$ cat src/rtl/i2c_cond_detect.sv
// I2C bus condition detector: synchronises and glitch-filters SCL/SDA, reports START, repeated
// START, STOP, bit/byte progress, and (when I2C_TIMEOUT_EN is defined) an SCL-low timeout.
module i2c_cond_detect #(
    parameter int SYNC_STAGES = 2,
    parameter int FILT_LEN    = 3,
    parameter int TIMEOUT_W   = 16
) (
    input  logic                 clk,
    input  logic                 rst,
    input  logic                 scl,
    input  logic                 sda,
    input  logic [TIMEOUT_W-1:0] timeout_cycles,
    output logic                 start,
    output logic                 rstart,
    output logic                 stop,
    output logic                 busy,
    output logic [3:0]           bit_cnt,
    output logic                 byte_done,
    output logic                 timeout,
    output logic                 scl_f,
    output logic                 sda_f
);

    localparam int                FCNT_W    = 4;
    localparam logic [FCNT_W-1:0] FILT_LAST = FCNT_W'(FILT_LEN - 1);

    typedef enum logic {IDLE = 1'b0, BUSY = 1'b1} state_t;

    state_t                  state, state_nx;
    logic [SYNC_STAGES-1:0]  scl_sync, sda_sync;
    logic [1:0]              line_s, line_f;
    logic [1:0][FCNT_W-1:0]  fcnt;
    logic                    scl_f_p1, sda_f_p1;
    logic                    start_cond, stop_cond, scl_rise, expire;
    logic                    start_nx, rstart_nx, stop_nx, byte_done_nx;
    logic [3:0]              bit_cnt_nx;

    // Stage 0: synchronisers, reset to the idle (released) bus level
    always_ff @(posedge clk or negedge rst) begin
        if (!rst) begin
            scl_sync <= '1;
            sda_sync <= '1;
        end else begin
            scl_sync <= {scl_sync[SYNC_STAGES-2:0], scl};
            sda_sync <= {sda_sync[SYNC_STAGES-2:0], sda};
        end
    end

    assign line_s = {scl_sync[SYNC_STAGES-1], sda_sync[SYNC_STAGES-1]};

    // Stage 1: glitch filter; fcnt counts consecutive samples that disagree with the filtered level
    always_ff @(posedge clk or negedge rst) begin
        if (!rst) begin
            line_f <= 2'b11;
            fcnt   <= '0;
        end else begin
            for (int i = 0; i < 2; i++) begin
                if (line_s[i] == line_f[i]) begin
                    fcnt[i] <= '0;
                end else if (fcnt[i] == FILT_LAST) begin
                    line_f[i] <= line_s[i];
                    fcnt[i]   <= '0;
                end else begin
                    fcnt[i] <= fcnt[i] + FCNT_W'(1);
                end
            end
        end
    end

    assign scl_f = line_f[1];
    assign sda_f = line_f[0];

    // Stage 2: previous filtered levels for edge and condition detection
    always_ff @(posedge clk or negedge rst) begin
        if (!rst) begin
            scl_f_p1 <= 1'b1;
            sda_f_p1 <= 1'b1;
        end else begin
            scl_f_p1 <= scl_f;
            sda_f_p1 <= sda_f;
        end
    end

    // A simultaneous SCL change fails the "high in both cycles" test, so it never qualifies.
    assign start_cond = scl_f_p1 & scl_f & sda_f_p1 & ~sda_f;
    assign stop_cond  = scl_f_p1 & scl_f & ~sda_f_p1 & sda_f;
    assign scl_rise   = ~scl_f_p1 & scl_f;

`ifdef I2C_TIMEOUT_EN
    logic [TIMEOUT_W-1:0] tcnt, tcnt_inc;

    function automatic logic [TIMEOUT_W-1:0] sat_inc(input logic [TIMEOUT_W-1:0] v);
        return (&v) ? v : v + TIMEOUT_W'(1);
    endfunction

    assign tcnt_inc = sat_inc(tcnt);
    assign expire   = (state == BUSY) && !scl_f && (timeout_cycles != '0) &&
                      (tcnt_inc == timeout_cycles);

    always_ff @(posedge clk or negedge rst) begin
        if (!rst) begin
            tcnt <= '0;
        end else if ((state == BUSY) && !scl_f && !expire) begin
            tcnt <= tcnt_inc;
        end else begin
            tcnt <= '0;
        end
    end
`else
    logic unused_timeout_cycles;
    assign unused_timeout_cycles = ^timeout_cycles;
    assign expire                = 1'b0;
`endif

    always_comb begin
        state_nx = state;
        case (state)
            IDLE:    if (start_cond) state_nx = BUSY;
            BUSY:    if (stop_cond || expire) state_nx = IDLE;
            default: state_nx = IDLE;
        endcase
    end

    always_comb begin
        start_nx     = (state == IDLE) && start_cond;
        rstart_nx    = (state == BUSY) && start_cond;
        stop_nx      = (state == BUSY) && stop_cond;
        byte_done_nx = 1'b0;
        bit_cnt_nx   = bit_cnt;
        if (start_cond || expire) begin
            bit_cnt_nx = 4'd0;
        end else if ((state == BUSY) && scl_rise) begin
            if (bit_cnt == 4'd8) begin
                bit_cnt_nx   = 4'd0;
                byte_done_nx = 1'b1;
            end else begin
                bit_cnt_nx = bit_cnt + 4'd1;
            end
        end
    end

    // Stage 3: registered state and pulse outputs
    always_ff @(posedge clk or negedge rst) begin
        if (!rst) begin
            state     <= IDLE;
            busy      <= 1'b0;
            start     <= 1'b0;
            rstart    <= 1'b0;
            stop      <= 1'b0;
            timeout   <= 1'b0;
            byte_done <= 1'b0;
            bit_cnt   <= 4'd0;
        end else begin
            state     <= state_nx;
            busy      <= (state_nx == BUSY);
            start     <= start_nx;
            rstart    <= rstart_nx;
            stop      <= stop_nx;
            timeout   <= expire;
            byte_done <= byte_done_nx;
            bit_cnt   <= bit_cnt_nx;
        end
    end

endmodule
$ cat config.mk
export PLATFORM = sky130hd
export DESIGN_NAME = i2c_cond_detect
export DESIGN_NICKNAME = d
export VERILOG_FILES = /design/src/rtl/i2c_cond_detect.sv
export SDC_FILE = /design/constraint.sdc
export NUM_CORES = 1
export LEC_CHECK = 0
export ABC_CLOCK_PERIOD_IN_PS = 1140
export BUFFER_PORTS_ARGS = -buffer_cell sky130_fd_sc_hd__buf_2
export CAP_MARGIN = 20
export CORE_MARGIN = 2
export CORE_UTILIZATION = 26
export CTS_CLUSTER_SIZE = 28
export DETAILED_ROUTE_END_ITERATION = 16
export GPL_ROUTABILITY_DRIVEN = 0
export SLEW_MARGIN = 20
export SYNTH_ARGS = -nofsm -noshare
export SYNTH_HDL_FRONTEND = slang
export SYNTH_SLANG_ARGS = --single-unit
$ cat constraint.sdc
create_clock -name clk -period 1.14 [get_ports clk]
set_clock_uncertainty 0.05 [all_clocks]
set_input_delay 0.114 -clock clk [delete_from_list [all_inputs] [get_ports clk]]
set_output_delay 0.114 -clock clk [all_outputs]
set_load 0.01 [all_outputs]
Word-level counts from Yosys, hierarchy flattened
Cells that the tools add are included.
{"block": "word_totals", "regBits": 25, "in_bits": 20, "output_inout_bits": 12}
{"block": "classes", "addsub": 3, "eq_ne": 5, "mux": 13, "bitwise_logic": 12, "reduce_logical": 7}
{"op": "4-bit two-way mux", "count": 7}
{"op": "4-bit by 1-bit adder with 4-bit output (second input constant)", "count": 3}
{"op": "4-bit by 2-bit == test with 1-bit output (second input constant)", "count": 2}
{"op": "1-bit bitwise AND", "count": 6}
{"op": "1-bit inverter", "count": 6}
{"op": "1-bit two-way mux", "count": 5}
{"op": "4-bit == test (second input constant)", "count": 1}
{"op": "1-bit logical AND", "count": 4}
{"op": "2-bit AND reduction", "count": 2}
{"op": "1-bit == test", "count": 2}
{"op": "1-bit case mux with 2 select lines", "count": 1}
{"op": "2-bit nonzero test", "count": 1}

Depth between registers and ports, before layout
Gate-level depths: netlist (run 1).
{"block": "depth", "word_depth": 5, "ltp_mapped": 5, "ltp_nobuf": 5}

Worst setup path before layout (run 1)
Ideal clock, no wire load.
{"block": "synth_timing", "kind": "register -> register", "start": "reg line_f[1]", "end": "reg bit_cnt[2]", "setup_ns": 0.122, "arrival_ns": 1.059, "required_ns": 0.968, "setup_slack_ns": -0.091, "stages_incl_launch_ff": 4, "synth_period_minus_slack_ns": 1.231, "cell_sequence": "dfstp_2 and4b_2 mux2i_1 o2bb2ai_1"}
{"block": "synth_between", "elab_chain_cells": 4, "word_cells_on_any_way": 7, "cone_classes": "mux: 1; bitwise: 4; reduce/logical: 2"}
{"element": "from (decl)", "line": "31", "rtl": "logic [1:0] line_s, line_f;"}
{"element": "from (signal, indexed assignment)", "line": "61", "rtl": "line_f[i] <= line_s[i];"}
{"element": "1-bit bitwise AND (3 in series)", "line": "85", "rtl": "assign start_cond = scl_f_p1 & scl_f & sda_f_p1 & ~sda_f;"}
{"element": "4-bit two-way mux / 2-bit nonzero test (equally long branches)"}
{"element": "to (signal assigned)", "line": "161", "rtl": "bit_cnt <= bit_cnt_nx;"}
{"element": "to (decl)", "line": "17", "rtl": "output logic [3:0] bit_cnt,"}
Several ways; a longest one is shown, not always the timed one.
A chain may end at the register's enable or synchronous reset.

Final worst setup path (run 1)
{"block": "layout_timing", "start": "reg line_f[1]", "end": "reg bit_cnt[3]"}
The elaborated chain is that of the path after synthesis.

==> results.py, run 1 <==
metrics = {
    "setup_path": {
        "path_cells": "buf_12, nand4b_1, a21oi_1, a21boi_1",
        "cp.arrival_ps": 1360,
        "timing.rr.start": "line_f[1]$_DFFE_PN1P_",
        "r2r_setup_slack_ps": -120,
        "crit_type": "flip-flop to flip-flop",
        "startpoint_type": "flip-flop",
        "cp_slowest_stage_delay_ps": 580,
        "r2r_cells": 4,
        "r2r_end": "bit_cnt[3]$_DFFE_PN0P_",
        "cp_max_fo": 4,
        "crit_buf_inv": 1,
        "cp_top_family": "flip-flops",
        "crit_slowest_cell": "dfstp_2",
        "end_kind": "flip-flop",
        "worstPathRequired_ps": 1240,
    },
    "finish": {
        "diodes": 0,
        "nNetsFinal": 153,
        "final_core_util": 0.3923,
        "nFillCells": 393,
        "seqCellArea_um2": 635.6,
        "drive_gt1_frac": 0.4922,
        "multi_input_area_um2": 486.7,
        "syn2layout_area_growth_pct": 47.16,
    },
    "timing": {
        "rsz0062_at_grt": "yes",
        "layout_setup_ws_ps": -120.4,
        "finalHoldViolCount": 0,
        "final.period_utilization": 1.106,
        "max_slew_margin": 0.6370,
        "setup_viol": 10,
        "drv_slew": 0,
        "worst_pin_slew_ps": 544.6,
        "fin_crit_ps": 1260,
        "fmax_ghz": 0.7934,
    },
    "route": {
        "drt_iter0_drc": 25,
        "drtPass1Iterations": 4,
        "vias_per_cell": 4.258,
        "routed_wl_mm": 1.995,
        "route.vias.total": 758,
        "wire_per_inst_um": 11.21,
        "drc": 0,
        "ant_nets": 0,
    },
    "grt": {
        "grt_max_degree": 26,
        "globalRouteOverflowTotal": 0,
        "antenna_found_initial": 0,
        "grt_pass1_wl_mm": 3.243,
        "grtUsageTotal": 0.09394,
        "first_global_vias": 779,
    },
    "cts": {
        "cts_tree": "done",
        "insertion_delay_ps": 260,
        "cts.sinks": 25,
        "htree_levels": 1,
        "root_buffer": "clkbuf_8",
        "cts.clk_slew.worst_paths_ps": 90,
        "cts_buffers": 3,
        "cts_buffer_depth": 2,
    },
    "logic_synthesis": {
        "synth.most_common_cell": "dfrtp_1",
        "ys_seq_area_frac": 0.6005,
        "synth_top_cell_by_area": "dfrtp_1",
        "yosysWarnings": 0,
        "ys_async_sr_fraction": 1.000,
        "synth_cells": 86,
        "synth_edf_count": 0,
        "synth_ff_type": "dfrtp_1",
        "avgSynthCellArea_um2": 12.31,
        "yosys-top-cells-area": "dfrtp_1, dfstp_2, nor2_1",
        "synthTopCellsByCount": "dfrtp_1, nor2_1, dfstp_2",
        "netlist_area_um2": 1059,
        "synth.ff_latch_count": 25,
        "synth_fp_nets": 110,
        "synth_cell_types": 31,
        "synth.top_cell.area_share": 0.4019,
    },
    "run_status": {
        "violations": "negative setup slack",
        "status": "finished, violations left",
    },
    "die": {
        "dieArea_um2": 4598,
        "start_util": 0.2665,
        "die_w_um": 67.81,
        "ioPinCount": 32,
        "rows": 23,
        "die_h_um": 67.81,
        "coreArea_um2": 3971,
    },
    "place": {
        "io_buffers": 14,
        "pre_cts_slack_ps": -93.29,
        "hpwl_mm": 1.362,
    },
    "min_path": {
        "hold_path_class": "input pin to asynchronous set/reset pin",
    },
    "job": {
        "cap_violations": 0,
    },
    "pwr": {
        "ir_drop_mv": 0.9759,
        "power_density_nw_per_um2": 2445,
        "p_leak_nw": 0.7379,
    },
}
## timing repair
item,4_1_cts,5_1_grt
buffers inserted,6,2
setup endpoints to repair,17,23
hold buffers,3,0
gates cloned,0,1
resized for setup,8,15
hold endpoints to repair,19,0
pin swaps,6,3
## sequential cells by signal, summed over array words and instances (netlist names)
register and count:
rstart 1, bit_cnt 4, sda_f_p1 1, start 1, scl_sync 2, scl_f_p1 1, state 1, stop 1
line_f 2, fcnt 8, byte_done 1, sda_sync 2
## per-stage QoR
stage / hold WS (ps) / total power [W] / cells / cell area, um^2 / TNS (ps)
global placement: 66.12 / 0.002550 / 162 / 1281 / -212.8
finish: 309.3 / 0.003809 / 178 / 1558 / -707.9
floorplan: -231.6 / 0.002044 / 86 / 1059 / -110.6
global route: 316.3 / 0.004075 / 178 / 1558 / -1319
CTS: 310.2 / 0.003484 / 175 / 1459 / -582.7
detailed placement: 82.85 / 0.002628 / 162 / 1281 / -463.0
## layout make-up
cell class	count	area share
inverters	4	0.009639
repair buffers	38	0.2000
well taps	50	0.04016
multi-input cells	57	0.3125
flip-flops and latches	25	0.4080
clock inverters	1	0.003213
clock buffers	3	0.02651
## per-layer routing
layer	track usage	vias up	share of wire
li1	-	375	-
met1	0.1055	367	0.41
met2	0.1752	14	0.54
met3	0.02000	2	0.043
met4	0.03000	0	0.0065
met5	0	-	0
## worst max-delay path by stage
stage               cells after the start                endpoint                  start  slack [ps]
finish                                  4  bit_cnt[3]$_DFFE_PN0P_  line_f[1]$_DFFE_PN1P_        -120
global route                            4  bit_cnt[3]$_DFFE_PN0P_  line_f[1]$_DFFE_PN1P_        -160
CTS                                     4  bit_cnt[3]$_DFFE_PN0P_  line_f[1]$_DFFE_PN1P_        -120
detailed placement                      3  bit_cnt[2]$_DFFE_PN0P_  line_f[1]$_DFFE_PN1P_         -90
global placement                        3  bit_cnt[2]$_DFFE_PN0P_  line_f[1]$_DFFE_PN1P_         -70
floorplan                               3  bit_cnt[2]$_DFFE_PN0P_  line_f[1]$_DFFE_PN1P_         -90
## report_power, final
part	switching, W	total (W)	internal [W]
clock	0.000266	0.000510	0.000244
sequential	0.000217	0.00140	0.00118
combinational	0.000785	0.00190	0.00111
## logic make-up (layout without fill, tap and decap cells)
logic type / Yosys count / count (layout) / share of synthesized area
compound gates: 8 / 8 / 0.05555
xor+xnor: 6 / 6 / 0.04965
fa+ha+maj: 4 / 4 / 0.04728
buf+inv: 5 / 46 / 0.02128
flops: 25 / 25 / 0.6005
mux: 5 / 5 / 0.05083
other cells: 1 / 1 / 0.003543
simple gates: 32 / 33 / 0.1714
## placed cells by master, fill, tap and decap left out, types with 3 or more instances in the layout
cell type | Yosys | final
clkbuf_8 | 0 | 3
dlygate4sd3_1 | 0 | 3
nand3_1 | 4 | 4
buf_4 | 1 | 14
nor2_1 | 15 | 13
xor2_1 | 3 | 3
dfrtp_1 | 17 | 17
buf_6 | 0 | 9
buf_2 | 0 | 11
inv_1 | 4 | 4
dfstp_2 | 8 | 8
Note: power is estimated with default switching activity, not from simulation.
==> inputs of run 2 (changes only) <==
--- a/config.mk
+++ b/config.mk
@@ -8,6 +8,7 @@
 export ABC_CLOCK_PERIOD_IN_PS = 1140
 export BUFFER_PORTS_ARGS = -buffer_cell sky130_fd_sc_hd__buf_2
 export CAP_MARGIN = 20
+export CORE_ASPECT_RATIO = 1.5
 export CORE_MARGIN = 2
 export CORE_UTILIZATION = 26
 export CTS_CLUSTER_SIZE = 28
==> run 2 against run 1 <==
  * The run still ends with negative setup slack left
  * Combinational power is 13% lower
  * Sequential power hardly changed
  * Maximum frequency is 0.50% higher
  * Non-clock buffer count is 4 lower
  * Utilization is 1.1 points lower
  * Largest cell class unchanged
  * Highest routed layer unchanged
==> results.py, run 2 (synthesis gave the netlist of run 1 again) <==
metrics = {
    "place": {
        "placed_cells": 155,
        "io_buffers": 14,
        "hpwl_mm": 1.357,
    },
    "setup_path": {
        "cp.arrival_ps": 1090,
        "r2r_setup_slack_ps": -90,
        "timing.rr.start": "line_f[1]$_DFFE_PN1P_",
        "crit_type": "flip-flop to output port",
        "r2r_end": "bit_cnt[2]$_DFFE_PN0P_",
        "cp_max_fo": 5,
        "worstPathRequired_ps": 980,
        "startpoint_type": "flip-flop",
        "r2r_cells": 3,
        "end_kind": "output port",
    },
    "cts": {
        "cts.sinks": 25,
        "cts_buffers": 3,
        "cts.clk_slew.worst_paths_ps": 90,
        "insertion_delay_ps": 270,
        "htree_levels": 1,
        "root_buffer": "clkbuf_8",
        "cts_tree": "done",
        "cts_buffer_depth": 2,
    },
    "job": {
        "cap_violations": 0,
    },
    "min_path": {
        "hold_path_class": "input pin to asynchronous set/reset pin",
    },
    "grt": {
        "globalRouteOverflowTotal": 0,
        "grt_max_degree": 26,
        "grt_pass1_wl_mm": 3.415,
        "antenna_found_initial": 0,
        "first_global_vias": 784,
        "grtUsageTotal": 0.09314,
    },
    "timing": {
        "finalHoldViolCount": 0,
        "drv_slew": 0,
        "final.period_utilization": 1.100,
        "rsz0062_at_grt": "yes",
        "fmax_ghz": 0.7973,
        "fin_crit_ps": 1254,
        "setup_viol": 13,
        "max_slew_margin": 0.6335,
        "finalSetupTns_ps": -705.4,
        "layout_setup_ws_ps": -114.2,
        "worst_pin_slew_ps": 549.8,
    },
    "pwr": {
        "ir_drop_mv": 1.213,
        "p_leak_nw": 0.7122,
        "power_density_nw_per_um2": 2416,
    },
    "finish": {
        "diodes": 0,
        "final_core_util": 0.3811,
        "fin_cells": 168,
        "drive_gt1_frac": 0.4715,
        "largest_register": "fcnt",
        "largest_reg_flops": 8,
        "layout_commonest_cell": "dfrtp_1",
        "largest_registers": "fcnt: 8 flops, bit_cnt: 4 flops",
        "mostFrequentLayoutCells": "dfrtp_1, nor2_1, buf_2",
        "nNetsFinal": 148,
        "syn2layout_area_growth_pct": 41.25,
        "nFillCells": 396,
    },
    "route": {
        "route.vias.total": 764,
        "wire_per_inst_um": 12.10,
        "drc": 0,
        "drt_iter0_drc": 14,
        "drtPass1Iterations": 4,
        "routed_wl_mm": 2.032,
        "vias_per_cell": 4.548,
        "ant_nets": 0,
    },
    "die": {
        "die_h_um": 82.15,
        "dieArea_um2": 4608,
        "start_util": 0.2698,
        "rows": 28,
        "ioPinCount": 32,
        "die_w_um": 56.10,
        "coreArea_um2": 3924,
    },
    "run_status": {
        "status": "finished, violations left",
        "violations": "negative setup slack",
    },
}
## run 2: cell types whose count changed in the layout (fill, tap and decap cells not counted), moves of 2 or more
| cell | delta |
|---|---|
| buf_4 | -3 |
| buf_6 | -2 |
| mux2_1 | -2 |
| mux2_4 | +2 |
## run 2: worst max-delay path by stage
| stage | start | end | slack (ps) | depth (start not counted) |
|---|---|---|---|---|
| floorplan | line_f[1]$_DFFE_PN1P_ | bit_cnt[2]$_DFFE_PN0P_ | -90 | 3 |
| global placement | line_f[1]$_DFFE_PN1P_ | bit_cnt[2]$_DFFE_PN0P_ | -70 | 3 |
| detailed placement | line_f[1]$_DFFE_PN1P_ | fcnt[4]$_DFF_PN0_ | -90 | 3 |
| CTS | line_f[1]$_DFFE_PN1P_ | scl_f | -120 | 2 |
| global route | line_f[0]$_DFFE_PN1P_ | bit_cnt[2]$_DFFE_PN0P_ | -170 | 3 |
| finish | line_f[1]$_DFFE_PN1P_ | scl_f | -110 | 2 |
## run 2: what timing repair did
action,in CTS,in global routing
setup buffers,5,1
hold endpoints to repair,19,0
gates cloned,0,0
resized for setup,12,9
pin swaps,12,2
hold buffers,3,0
endpoints found under the setup margin,16,20
## run 2: where the power goes
| group | internal, W | switching [W] | leakage [nW] |
|---|---|---|---|
| Sequential | 0.00118 | 0.000243 | 0.311 |
| Combinational | 0.000966 | 0.000691 | 0.378 |
| Clock | 0.000250 | 0.000280 | 0.0228 |
| Total | 0.00240 | 0.00121 | 0.712 |
## run 2: layout make-up
type	count	area, um^2	area share
clock buffers	4	45.04	0.03013
well taps	45	56.30	0.03766
multi-input cells	56	471.7	0.3155
repair buffers	34	271.5	0.1816
flip-flops and latches	25	635.6	0.4251
inverters	4	15.01	0.01004
## run 2: metal layers
layer | vias to the layer above | track usage | share of wire
met1 | 379 | 0.09990 | 0.38
met4 | 0 | 0.04762 | 0.027
li1 | 361 | - | -
met3 | 6 | 0.02181 | 0.037
met5 | - | 0 | 0
met2 | 18 | 0.1706 | 0.55
## run 2: worst max-delay path: stages, from the launching register on
cell	delay, ps
dfstp_2	600
buf_6	130
buf_6	90
## run 2: through the flow
| step | power [W] | worst slack (ps) | area (um^2) | hold slack [ps] |
|---|---|---|---|---|
| final | 0.003613 | -114.2 | 1495 | 302.0 |
| after global routing | 0.003845 | -169.5 | 1495 | 315.8 |
| after CTS | 0.003513 | -122.4 | 1456 | 311.3 |
| after detailed placement | 0.002564 | -93.65 | 1260 | 83.26 |
| after global placement | 0.002483 | -70.06 | 1260 | 64.06 |
| after floorplan | 0.002044 | -86.67 | 1059 | -231.6 |
